`config.mk`:
```
export PLATFORM = sky130hd
export DESIGN_NAME = rf_wb_arbiter
export DESIGN_NICKNAME = d
export VERILOG_FILES = /design/src/rtl/rf_wb_arbiter_pkg.sv /design/src/rtl/rf_wb_arbiter_rr_pick.sv /design/src/rtl/rf_wb_arbiter.sv
export SDC_FILE = /design/constraint.sdc
export NUM_CORES = 1
export LEC_CHECK = 0
export ABC_CLOCK_PERIOD_IN_PS = 13600
export CORE_MARGIN = 2
export CORE_UTILIZATION = 45
export DETAILED_ROUTE_END_ITERATION = 16
export GPL_TIMING_DRIVEN = 0
export PLACE_DENSITY_LB_ADDON = 0.15
export SKIP_LAST_GASP = 1
export SLEW_MARGIN = 10
export SYNTH_ARGS = -nofsm -noshare
export SYNTH_HDL_FRONTEND = slang
export SYNTH_SLANG_ARGS = --single-unit
```
`constraint.sdc`:
```
create_clock -name CLK -period 13.6 [get_ports CLK]
set_input_delay 4.08 -clock CLK [delete_from_list [all_inputs] [get_ports CLK]]
set_output_delay 4.08 -clock CLK [all_outputs]
set_load 0.05 [all_outputs]
```
`src/rtl/rf_wb_arbiter_pkg.sv`:
```
// Shared constants for the register-file write-back arbiter.
package rf_wb_arbiter_pkg;

   localparam int unsigned AW_DEF       = 5;
   localparam int unsigned DW_DEF       = 32;
   localparam int unsigned NREQ_MAX     = 8;
   localparam int unsigned PEND_W       = 32;
   localparam int unsigned DROP_CNT_MAX = 255;

   // Requester slot assignment
   localparam int unsigned REQ_COREA  = 0;
   localparam int unsigned REQ_COREB  = 1;
   localparam int unsigned REQ_MULDIV = 2;
   localparam int unsigned REQ_LDRET  = 3;

endpackage

```
`src/rtl/rf_wb_arbiter_rr_pick.sv`:
```
// Rotating priority find: first set bit of (req & ~excl) scanning from start upwards, mod N.
module rr_pick #(
   parameter int unsigned N  = 4,
   parameter int unsigned IW = 2
) (
   input  logic [N-1:0]  req,
   input  logic [IW-1:0] start,
   input  logic [N-1:0]  excl,
   output logic          found,
   output logic [IW-1:0] idx
);

   always_comb begin
      int unsigned pos;
      found = 1'b0;
      idx   = '0;
      pos   = 0;
      for (int k = 0; k < int'(N); k++) begin
         pos = (32'(start) + 32'(k)) % N;
         if (!found && req[pos[IW-1:0]] && !excl[pos[IW-1:0]]) begin
            found = 1'b1;
            idx   = pos[IW-1:0];
         end
      end
   end

endmodule

```
`src/rtl/rf_wb_arbiter.sv`:
```
// Dual-port register-file write-back arbiter: round-robin, same-address deferral,
// address-0 writes acknowledged and counted but never issued to a port.
module rf_wb_arbiter
   import rf_wb_arbiter_pkg::*;
#(
   parameter int unsigned NREQ = 4,
   parameter int unsigned AW   = AW_DEF,
   parameter int unsigned DW   = DW_DEF
) (
   input  logic                CLK,
   input  logic                RST_N,
   input  logic                FREEZE,
   input  logic [NREQ-1:0]     REQ_VALID,
   input  logic [NREQ*AW-1:0]  REQ_ADDR,
   input  logic [NREQ*DW-1:0]  REQ_DATA,
   output logic [NREQ-1:0]     REQ_READY,
   output logic                WEA3,
   output logic [AW-1:0]       A3,
   output logic [DW-1:0]       WDA3,
   output logic                WEB3,
   output logic [AW-1:0]       B3,
   output logic [DW-1:0]       WDB3,
   output logic [PEND_W-1:0]   PEND_MASK,
   output logic [7:0]          DROP_CNT
);

   localparam int unsigned IW = (NREQ > 1) ? $clog2(NREQ) : 1;

   logic [AW-1:0]   addr [NREQ];
   logic [DW-1:0]   data [NREQ];
   logic [NREQ-1:0] zero, cand, excl_b, zero_hs;
   logic [IW-1:0]   rr, a_idx, b_idx;
   logic            a_found, b_found, a_grant, b_grant;
   logic [3:0]      zero_hs_n;
   logic [8:0]      drop_sum;

   always_comb begin
      for (int i = 0; i < int'(NREQ); i++) begin
         addr[i] = REQ_ADDR[i*AW +: AW];
         data[i] = REQ_DATA[i*DW +: DW];
         zero[i] = (addr[i] == '0);
      end
      cand = REQ_VALID & ~zero;
   end

   rr_pick #(.N(NREQ), .IW(IW)) u_pick_a (
      .req   (cand),
      .start (rr),
      .excl  ('0),
      .found (a_found),
      .idx   (a_idx)
   );

   // Port B skips the A winner and anything targeting the same register
   always_comb begin
      for (int i = 0; i < int'(NREQ); i++)
         excl_b[i] = (a_idx == IW'(i)) || (addr[i] == addr[a_idx]);
   end

   rr_pick #(.N(NREQ), .IW(IW)) u_pick_b (
      .req   (cand),
      .start (rr),
      .excl  (excl_b),
      .found (b_found),
      .idx   (b_idx)
   );

   always_comb begin
      a_grant   = a_found && !FREEZE;
      b_grant   = b_found && !FREEZE;
      zero_hs   = REQ_VALID & zero & {NREQ{!FREEZE}};
      zero_hs_n = '0;
      for (int i = 0; i < int'(NREQ); i++) begin
         zero_hs_n    = zero_hs_n + 4'(zero_hs[i]);
         REQ_READY[i] = zero_hs[i] || (a_grant && a_idx == IW'(i))
                                   || (b_grant && b_idx == IW'(i));
      end
      drop_sum = 9'(DROP_CNT) + 9'(zero_hs_n);
   end

   always_ff @(posedge CLK or negedge RST_N) begin
      if (!RST_N) begin
         WEA3     <= 1'b0;
         A3       <= '0;
         WDA3     <= '0;
         WEB3     <= 1'b0;
         B3       <= '0;
         WDB3     <= '0;
         DROP_CNT <= '0;
         rr       <= '0;
      end else begin
         WEA3 <= a_grant;
         WEB3 <= b_grant;
         if (a_grant) begin
            A3   <= addr[a_idx];
            WDA3 <= data[a_idx];
         end
         if (b_grant) begin
            B3   <= addr[b_idx];
            WDB3 <= data[b_idx];
         end
         if (b_grant)
            rr <= IW'((32'(b_idx) + 32'd1) % NREQ);
         else if (a_grant)
            rr <= IW'((32'(a_idx) + 32'd1) % NREQ);
         DROP_CNT <= (drop_sum > 9'(DROP_CNT_MAX)) ? 8'(DROP_CNT_MAX) : drop_sum[7:0];
      end
   end

   always_comb begin
      PEND_MASK = (WEA3 ? (PEND_W'(1) << A3) : '0) | (WEB3 ? (PEND_W'(1) << B3) : '0);
   end

endmodule

```
==> metrics <==
status completed; I/O pins 275; Skew-Pair Late Insertion Delay 350 ps; arrival time of the worst setup path 9360 ps; register area share after synthesis 29.6%; DIE HEIGHT 131 um; CP Cell Sequence clkdlybuf4s50_1, or4_1, buf_2, o21ai_0, a21oi_1, nor2_1, clkbuf_1, a32oi_1, o211ai_1, a221o_1, o22ai_1, a21oi_2, a311oi_2, a21oi_4, buf_6, buf_6, inv_1, o211ai_1, clkbuf_2; EDFF count, synth 0; worst setup margin 163 ps; Place WS -838 ps; Synth Instances 942; maxcap violations 0; DRT iter0 DRCs 924; Setup-failing EPs final 0; ANT nets after route 0; Synth area leaders dfrtp_1, nand2_1, mux2i_1; DR vias 8807; Worst-path clk slew 70 ps; Final Hold Viols 0; Max-Slew Margin vs Limit 38.4%; CTS root buf clkbuf_16; r2r startpoint rr[0]; layout cells sized above 1 6.86%; Starting Density 45.9%; static leakage 4.41 nW; residual DRC count 0; mean post-synth cell area 7.72 um^2; Crit Path Max Fanout 10; crit path kind input port to primary output; Final nets 1379; Final period util 98.8%; Worst path slowest cell or4_1; Syn. warnings 0; GPL Wtd Cong 0.990; Yosys reg bits 86; RR Endpoint B3[4]; synth cell count leaders nand2_1, nand3_1, dfrtp_1, mux2i_1, clkbuf_1; full die area 0.0172 mm^2; Worst VDD drop 0.165 mV; top_reg_cell synth dfrtp_1; Die Span X 131 um; Post-synth ARST share 100%; Net Count, Synth 1101; depth of the most critical reg-to-reg path 16; PwrDens 272 mW/mm^2; worst-margin pin slew 919 ps; dominant cell type by area after synthesis dfrtp_1; GRT overflow 0; largest net degree at the start of global routing 58; wirelength, routed 30.5 mm; average vias per placed instance 6.11; RSZ-0062 raised after global routing true; Fmax 74.4 MHz; P&R area growth vs syn 44.9%; first-pass GRT wire length 45.8 mm; CP endpoint kind primary output; Port Buf Inserts 263; Final Power 2.87 mW; vias in the first global route 8401; Num CTS Buffers 9; GR Util All Layers 34.7%; min cycle time layout 13440 ps; post-synth top area share 29.6%; Hold Path Sink WDA3[4]; pins over their slew limit 0; antenna cells 0; crit start category input port; Sum Neg Setup Slack 0 ps; DP HPWL 22.9 mm; Site Rows 46; synth unique cells 73; Wirelength per Cell 21.1 um; clock buffer depth 2; Mapped Area 0.00727 mm^2; final core occ 66.6%; CTS tree yes; Detailed Routing Iterations Pass 1 6; Hold Crit Start WDA3[4]; CTS Sinks 86; slowest stage delay, CP 590 ps; R2R setup slack 8680 ps; top-count cell post-synth nand2_1; class of the worst hold path flop to flop; initial antenna violation count 0; Final Skew 6.95 ps; CTS HTree Levels 3; WHS Path Cells 2; Req. time, crit path 9520 ps; core area 0.0158 mm^2
## per-stage QoR
| step | instances | instance area, um^2 | hold WS, ps |
|---|---|---|---|
| after floorplan | 942 | 7270 | 745 |
| after global placement | 1421 | 10200 | 457 |
| after detailed placement | 1422 | 10200 | 462 |
| after CTS | 1439 | 10500 | 479 |
| after global routing | 1441 | 10500 | 504 |
| final | 1441 | 10500 | 473 |
## placed cells by master (no fill, tap or decap), types with 7 or more instances in the layout
master,instances
nor2_1,31
inv_1,22
o221ai_1,31
nand2_1,240
or4_1,7
dfrtp_1,86
nand3_1,93
a21oi_1,28
buf_6,11
a221oi_1,7
buf_2,13
clkbuf_1,47
o21ai_0,29
o22ai_1,34
o211ai_1,12
xor2_1,9
buf_4,7
nand2b_1,15
clkdlybuf4s50_1,258
clkbuf_16,9
xnor2_1,15
mux2i_1,70
## repair_timing
action / CTS / global route
setup buffers: 1 / 2
endpoints found under the setup margin: 4 / 4
resized for setup: 10 / 11
pin swaps: 1 / 1
hold buffers: 0 / 0
endpoints found under the hold margin: 0 / 0
gates cloned: 0 / 0
## area by class of cell
class	instances	area (um^2)
fill	1362	5290
multi-input combinational	754	4660
timing repair buffer	267	2660
sequential	86	2150
buffer	79	407
tap	216	270
clock buffer	11	253
inverter	23	86.3
clock inverter	5	41.3
## where the power goes
group | switching (mW) | internal [mW] | total, mW
Sequential | 0.0821 | 0.370 | 0.452
Combinational | 1.38 | 0.785 | 2.17
Clock | 0.115 | 0.135 | 0.250
## sequential cells by signal, indices dropped and copies added, names as in the netlist
signal and cells:
rr 2, A3 5, B3 5, WDB3 32, WDA3 32, WEB3 1, DROP_CNT 8, WEA3 1
## how the worst max path moves through the flow
stage | from | end | slack [ps] | cells past startpoint
2_1_floorplan | REQ_ADDR[6] | REQ_READY[1] | 940 | 18
3_3_place_gp | REQ_ADDR[5] | REQ_READY[1] | -850 | 16
3_5_place_dp | REQ_ADDR[5] | REQ_READY[1] | -840 | 16
4_1_cts | REQ_ADDR[0] | REQ_READY[2] | 10 | 20
5_1_grt | REQ_ADDR[0] | REQ_READY[2] | -7 | 20
6_report | REQ_ADDR[0] | REQ_READY[2] | 160 | 19
## critical path, delay by kind of cell
kind / cells / cell delay [ps]
compound gates: 10 / 2350
simple gates: 2 / 930
buf+inv: 7 / 1970
## routing by layer
metal | GRT usage, % | wire length, um | vias to the layer above
met3 | 7.59 | 3370 | 96
met2 | 56.2 | 14000 | 603
met1 | 44.0 | 11700 | 4132
li1 | - | - | 3976
met5 | 0 | 0 | -
met4 | 17.0 | 1350 | 0
## kinds of logic after synthesis
family	after synthesis	share of synthesized area [%]
simple gates	435	27.1
compound gates	213	21.7
buf+inv	102	6.77
flops	86	29.6
mux	78	11.0
xor+xnor	24	2.89
fa+ha+maj	4	0.998
(Power assumes the default switching activity.)
